===== config.mk =====
export PLATFORM = sky130hd
export DESIGN_NAME = ls_counter_gen_flat
export DESIGN_NICKNAME = d
export VERILOG_FILES = /design/src/rtl/ls_counter_gen_pkg.sv /design/src/rtl/ls_counter_gen_if.sv /design/src/rtl/ls_counter_gen_next.sv /design/src/rtl/ls_counter_gen.sv /design/src/flat_wrapper.sv
export SDC_FILE = /design/constraint.sdc
export NUM_CORES = 1
export LEC_CHECK = 0
export CAP_MARGIN = 20
export CORE_AREA = 2 2 39 41
export DETAILED_ROUTE_END_ITERATION = 16
export DIE_AREA = 0 0 41 43
export SLEW_MARGIN = 25
export SYNTH_ARGS = -nofsm -noshare
export SYNTH_HDL_FRONTEND = slang
export SYNTH_SLANG_ARGS = --single-unit

===== constraint.sdc =====
create_clock -name CLK -period 2 [get_ports CLK]
set_clock_uncertainty 0.05 [all_clocks]
set_input_delay 0.3 -clock CLK [delete_from_list [all_inputs] [get_ports CLK]]
set_output_delay 0.3 -clock CLK [all_outputs]
set_load 0.01 [all_outputs]

===== src/rtl/ls_counter_gen_pkg.sv =====
// Shared types for the ls_counter_gen counter family.
package ls_counter_gen_pkg;

  // Run/halt control state. RUN is the reset value, so it is encoded as 0.
  typedef enum logic {
    ST_RUN  = 1'b0,
    ST_HALT = 1'b1
  } state_t;

endpackage


===== src/rtl/ls_counter_gen_if.sv =====
// Control/data bundle for ls_counter_gen: load, enables, mode and count outputs.
interface ls_counter_gen_if #(
  parameter int WIDTH = 4
);
  logic [WIDTH-1:0] D;
  logic             LOAD_n;
  logic             ENP;
  logic             ENT;
  logic             UP;
  logic             ONESHOT;
  logic [WIDTH-1:0] Q;
  logic             RCO;
  logic             DONE;

  // Driver side: supplies load/enable/mode, observes the count.
  modport master (
    output D, LOAD_n, ENP, ENT, UP, ONESHOT,
    input  Q, RCO, DONE
  );

  // Counter side.
  modport slave (
    input  D, LOAD_n, ENP, ENT, UP, ONESHOT,
    output Q, RCO, DONE
  );
endinterface


===== src/rtl/ls_counter_gen_next.sv =====
// Combinational next-count logic: step, explicit wrap, terminal detect.
module ls_counter_next #(
  parameter int WIDTH   = 4,
  parameter int MODULUS = 16
) (
  input  logic [WIDTH-1:0] i_q,
  input  logic             i_up,
  input  logic             i_oneshot,
  output logic [WIDTH-1:0] o_next_q,
  output logic             o_at_term,
  output logic             o_halt
);
  localparam logic [WIDTH-1:0] LP_MAX = WIDTH'(MODULUS - 1);

  logic [WIDTH-1:0] w_term;

  assign w_term    = i_up ? LP_MAX : '0;
  assign o_at_term = (i_q == w_term);
  assign o_halt    = o_at_term & i_oneshot;

  // Wrap is explicit so a non-power-of-two modulus never relies on rollover.
  always_comb begin
    o_next_q = i_q;
    if (o_at_term) begin
      if (!i_oneshot) o_next_q = i_up ? '0 : LP_MAX;
    end else begin
      o_next_q = i_up ? (i_q + WIDTH'(1)) : (i_q - WIDTH'(1));
    end
  end
endmodule


===== src/rtl/ls_counter_gen.sv =====
// Modulo-N up/down counter with parallel load, ENP/ENT, RCO and one-shot halt.
module ls_counter_gen
  import ls_counter_gen_pkg::*;
#(
  parameter int WIDTH   = 4,
  parameter int MODULUS = 16
) (
  input  logic               CLK,
  input  logic               CLR,
  ls_counter_gen_if.slave    bus
);
  localparam logic [WIDTH-1:0] LP_MAX = WIDTH'(MODULUS - 1);
  localparam logic [WIDTH:0]   LP_MOD = (WIDTH + 1)'(MODULUS);

  if (WIDTH < 1 || MODULUS < 2 || MODULUS > (2 ** WIDTH)) begin : g_bad_params
    $error("ls_counter_gen: MODULUS must satisfy 2 <= MODULUS <= 2**WIDTH");
  end

  logic [WIDTH-1:0] r_q;
  state_t           r_state;
  logic [WIDTH-1:0] w_next_q;
  logic             w_at_term;
  logic             w_halt;
  logic             w_count;

  ls_counter_next #(
    .WIDTH   (WIDTH),
    .MODULUS (MODULUS)
  ) u_next (
    .i_q       (r_q),
    .i_up      (bus.UP),
    .i_oneshot (bus.ONESHOT),
    .o_next_q  (w_next_q),
    .o_at_term (w_at_term),
    .o_halt    (w_halt)
  );

  assign w_count = bus.ENP & bus.ENT & (r_state == ST_RUN);

  // Priority: clear, load (saturating, ignores enables), count, else hold.
  always_ff @(posedge CLK or posedge CLR) begin
    if (CLR) begin
      r_q     <= '0;
      r_state <= ST_RUN;
    end else if (!bus.LOAD_n) begin
      r_q     <= ({1'b0, bus.D} < LP_MOD) ? bus.D : LP_MAX;
      r_state <= ST_RUN;
    end else if (w_count) begin
      r_q <= w_next_q;
      if (w_halt) r_state <= ST_HALT;
    end
  end

  assign bus.Q    = r_q;
  assign bus.DONE = (r_state == ST_HALT);
  // RCO ignores ENP so cascades behave like the TTL part; a halted stage never carries.
  assign bus.RCO  = bus.ENT & w_at_term & (r_state == ST_RUN);
endmodule

===== src/flat_wrapper.sv =====
// flat-port wrapper written by rule: the top's interface ports become plain ports
module ls_counter_gen_flat import ls_counter_gen_pkg::*;
#(
  parameter int WIDTH   = 4,
  parameter int MODULUS = 16
)
  (CLK, CLR, bus_D, bus_LOAD_n, bus_ENP, bus_ENT, bus_UP, bus_ONESHOT, bus_Q, bus_RCO, bus_DONE);
  ls_counter_gen_if #(.WIDTH(WIDTH)) bus_i ();
  input  logic CLK;
  input  logic CLR;
  input wire logic [$bits(bus_i.D)-1:0] bus_D;
  input wire logic [$bits(bus_i.LOAD_n)-1:0] bus_LOAD_n;
  input wire logic [$bits(bus_i.ENP)-1:0] bus_ENP;
  input wire logic [$bits(bus_i.ENT)-1:0] bus_ENT;
  input wire logic [$bits(bus_i.UP)-1:0] bus_UP;
  input wire logic [$bits(bus_i.ONESHOT)-1:0] bus_ONESHOT;
  output wire logic [$bits(bus_i.Q)-1:0] bus_Q;
  output wire logic [$bits(bus_i.RCO)-1:0] bus_RCO;
  output wire logic [$bits(bus_i.DONE)-1:0] bus_DONE;
  assign bus_i.D = bus_D;
  assign bus_i.LOAD_n = bus_LOAD_n;
  assign bus_i.ENP = bus_ENP;
  assign bus_i.ENT = bus_ENT;
  assign bus_i.UP = bus_UP;
  assign bus_i.ONESHOT = bus_ONESHOT;
  assign bus_Q = bus_i.Q;
  assign bus_RCO = bus_i.RCO;
  assign bus_DONE = bus_i.DONE;
  ls_counter_gen #(.WIDTH(WIDTH), .MODULUS(MODULUS)) u_core (.CLK(CLK), .CLR(CLR), .bus(bus_i));
endmodule

==> results.json <==
{
  "wl_microns": 1033,
  "cellPowerDensity_nw_per_um2": 619.8,
  "rsz0062_at_grt": "false",
  "ys_seq_area_frac": 0.2899,
  "yosys.area_share.adder": 0.1043,
  "gp_congestion": 0.6924,
  "synth_mux_area_frac": 0,
  "synth_top_family_by_area": "compound AO/OA/AOI/OAI gates",
  "ys_seq_elements": 5,
  "htreeDepth": 1,
  "rows": 14,
  "seqPwrFrac": 0.274,
  "synthSimpleGateAreaFrac": 0.1565,
  "die_y_microns": 43,
  "coreArea_sq_um": 1384,
  "vdd_drop_max_mv": 0.3745,
  "critPathMaxFanout": 2,
  "routed_via_density": 5.034,
  "synth_compound_area_frac": 0.3072,
  "avgSynthCellArea_sq_um": 9.384,
  "numPortBuffers": 16,
  "p_int_mw": 0.2999,
  "fin_crit_sh": 0.9609,
  "cts_root_buf": "clkbuf_4",
  "overflow": 0,
  "rr_worst_depth": 6,
  "synth.net_count": 60,
  "finalSetupViolCount": 0,
  "grt_max_degree": 10,
  "dieArea_sq_um": 1763,
  "ys_types": 28,
  "insertion_delay_ps": 240,
  "post-route-min-period_ps": 1922,
  "dr_total_vias": 448,
  "ctsLongestPathBuffers": 2,
  "synth_edf_count": 0,
  "post_cts_buffers": 0,
  "grtUsageTotal": 0.1475,
  "required_ps": 1650,
  "clkSinkCount": 5,
  "ys.flop_type": "dfrtp_1",
  "synth_xor_area_frac": 0.06087,
  "die_w_microns": 41,
  "slew_headroom": 0.8117,
  "hold_viol_final": 0,
  "synthArstFlopShare": 1.000,
  "switching_share": 0.3131,
  "arrival_ps": 1570,
  "n_antenna_cell": 0,
  "start_kind": "flip-flop",
  "ant_nets": 0,
  "hpwl_microns": 815.9,
  "timing.fmax_ghz": 0.5204,
  "nNetsFinal": 88,
  "grt_pass1_vias": 451,
  "p_comb_frac": 0.457,
  "wl_per_cell_microns": 11.61,
  "status": "completed",
  "numCtsBuffers": 3,
  "cts_tree": "built",
  "dr.pass1.iters": 2,
  "drc": 0,
  "area_growth_pct": 63.19,
  "tightestPinTransition_ps": 281.5,
  "synth_area_sq_um": 431.7,
  "drt_iter0_drc": 3,
  "path_class": "flip-flop to output pin",
  "final_common_cell": "clkdlybuf4s50_1",
  "final_cell_mix": "clkdlybuf4s50_1, buf_4, dfrtp_1",
  "slew_violations": 0,
  "syn-instance-count": 46,
  "antenna_found_initial": 0,
  "io_pins": 17,
  "critPathCaptureType": "output pin",
  "post-route-util": 0.5090,
  "cap_violations": 0,
  "initial_core_util": 0.3119,
  "drive_gt1_frac": 0.3014,
  "hold_path.class": "input pin to asynchronous set/reset pin",
  "clkPwrFrac": 0.268,
  "grt_pass1_wl_microns": 1766,
  "clk_pin_slew_ps": 40,
  "p_sw_mw": 0.1367,
  "finalHoldWorstSlack_ps": 200.2,
  "p_leak_nw": 0.2973,
  "synth_warnings": 0
}
[metal layers]
layer,up-vias,global-route usage,wire length (microns)
met2,11,0.2219,507
li1,227,-,-
met5,-,0,0
met3,2,0.02094,48
met4,0,0.1067,17
met1,208,0.1803,460
[logic make-up (layout without fill, tap and decap cells)]
family | after synthesis | in the layout
compound gates | 17 | 17
xor+xnor | 3 | 3
fa+ha+maj | 3 | 3
buf+inv | 7 | 34
flops | 5 | 5
simple gates | 11 | 11
[worst max-delay path, cell delays in order (launching register included)]
cell and delay (ps):
dfrtp_1 380, or3_4 410, a21oi_4 150, and3b_2 180, clkdlybuf4s15_2 210
[synth_stat cells (all sizes together) (2+ instances only)]
library cell  instances  area (sq um)
nand3                 2         10.01
a21oi                 5         40.04
o32a                  2         22.52
nand2                 2         7.510
dfrtp                 5         125.1
inv                   5         18.77
a31oi                 2         12.51
o221ai                2         17.52
ha                    2         25.02
o21ai                 3         15.01
buf                   2         16.26
xnor2                 2         17.52
[worst paths after layout]
path                            startpoint         endpoint  slack, ps
setup / recovery           u_core.bus.Q[0]          bus_RCO         80
hold / removal                         CLR  u_core.bus.DONE        200
setup reg to reg           u_core.bus.Q[0]  u_core.bus.Q[2]        260
hold reg to reg            u_core.bus.DONE  u_core.bus.DONE        530
max in group asynchronous              CLR  u_core.bus.Q[3]       1530
min in group CLK           u_core.bus.DONE  u_core.bus.DONE        530
[through the flow]
stage	instances	setup slack [ps]	instance area, sq um	total power [mW]	setup TNS (ps)
detailed placement	85	-482.6	663.1	0.3118	-1375
CTS	89	66.38	704.4	0.4414	0
floorplan	46	297.7	431.7	0.2242	0
finish	89	78.28	704.4	0.4366	0
global placement	85	-455.9	663.1	0.3129	-1256
global route	89	48.33	704.4	0.4683	0
[repair_timing]
item,CTS,global route
hold buffers,0,0
resized for setup,7,0
setup endpoints to repair,2,0
[area by class of cell]
class                           count  area (sq um)
Clock buffer                        4         26.28
Fill cell                         151         679.4
Inverter                            5         18.77
Multi-Input combinational cell     34         286.5
Sequential cell                     5         125.1
Tap cell                           16         20.02
Timing Repair Buffer               25         227.7
[power by group through the flow]
stage	clock network (mW)	registers [mW]	logic, mW
after detailed placement	0	0.119	0.193
final	0.117	0.120	0.200
after CTS	0.124	0.119	0.199
after global placement	0	0.120	0.193
after floorplan	0	0.133	0.0911
after global routing	0.127	0.120	0.220
[sequential cells by signal, indices dropped and copies added, names as in the netlist]
register	flops
u_core.bus.Q	4
u_core.bus.DONE	1
No activity file was read; power rests on OpenSTA's default activity.
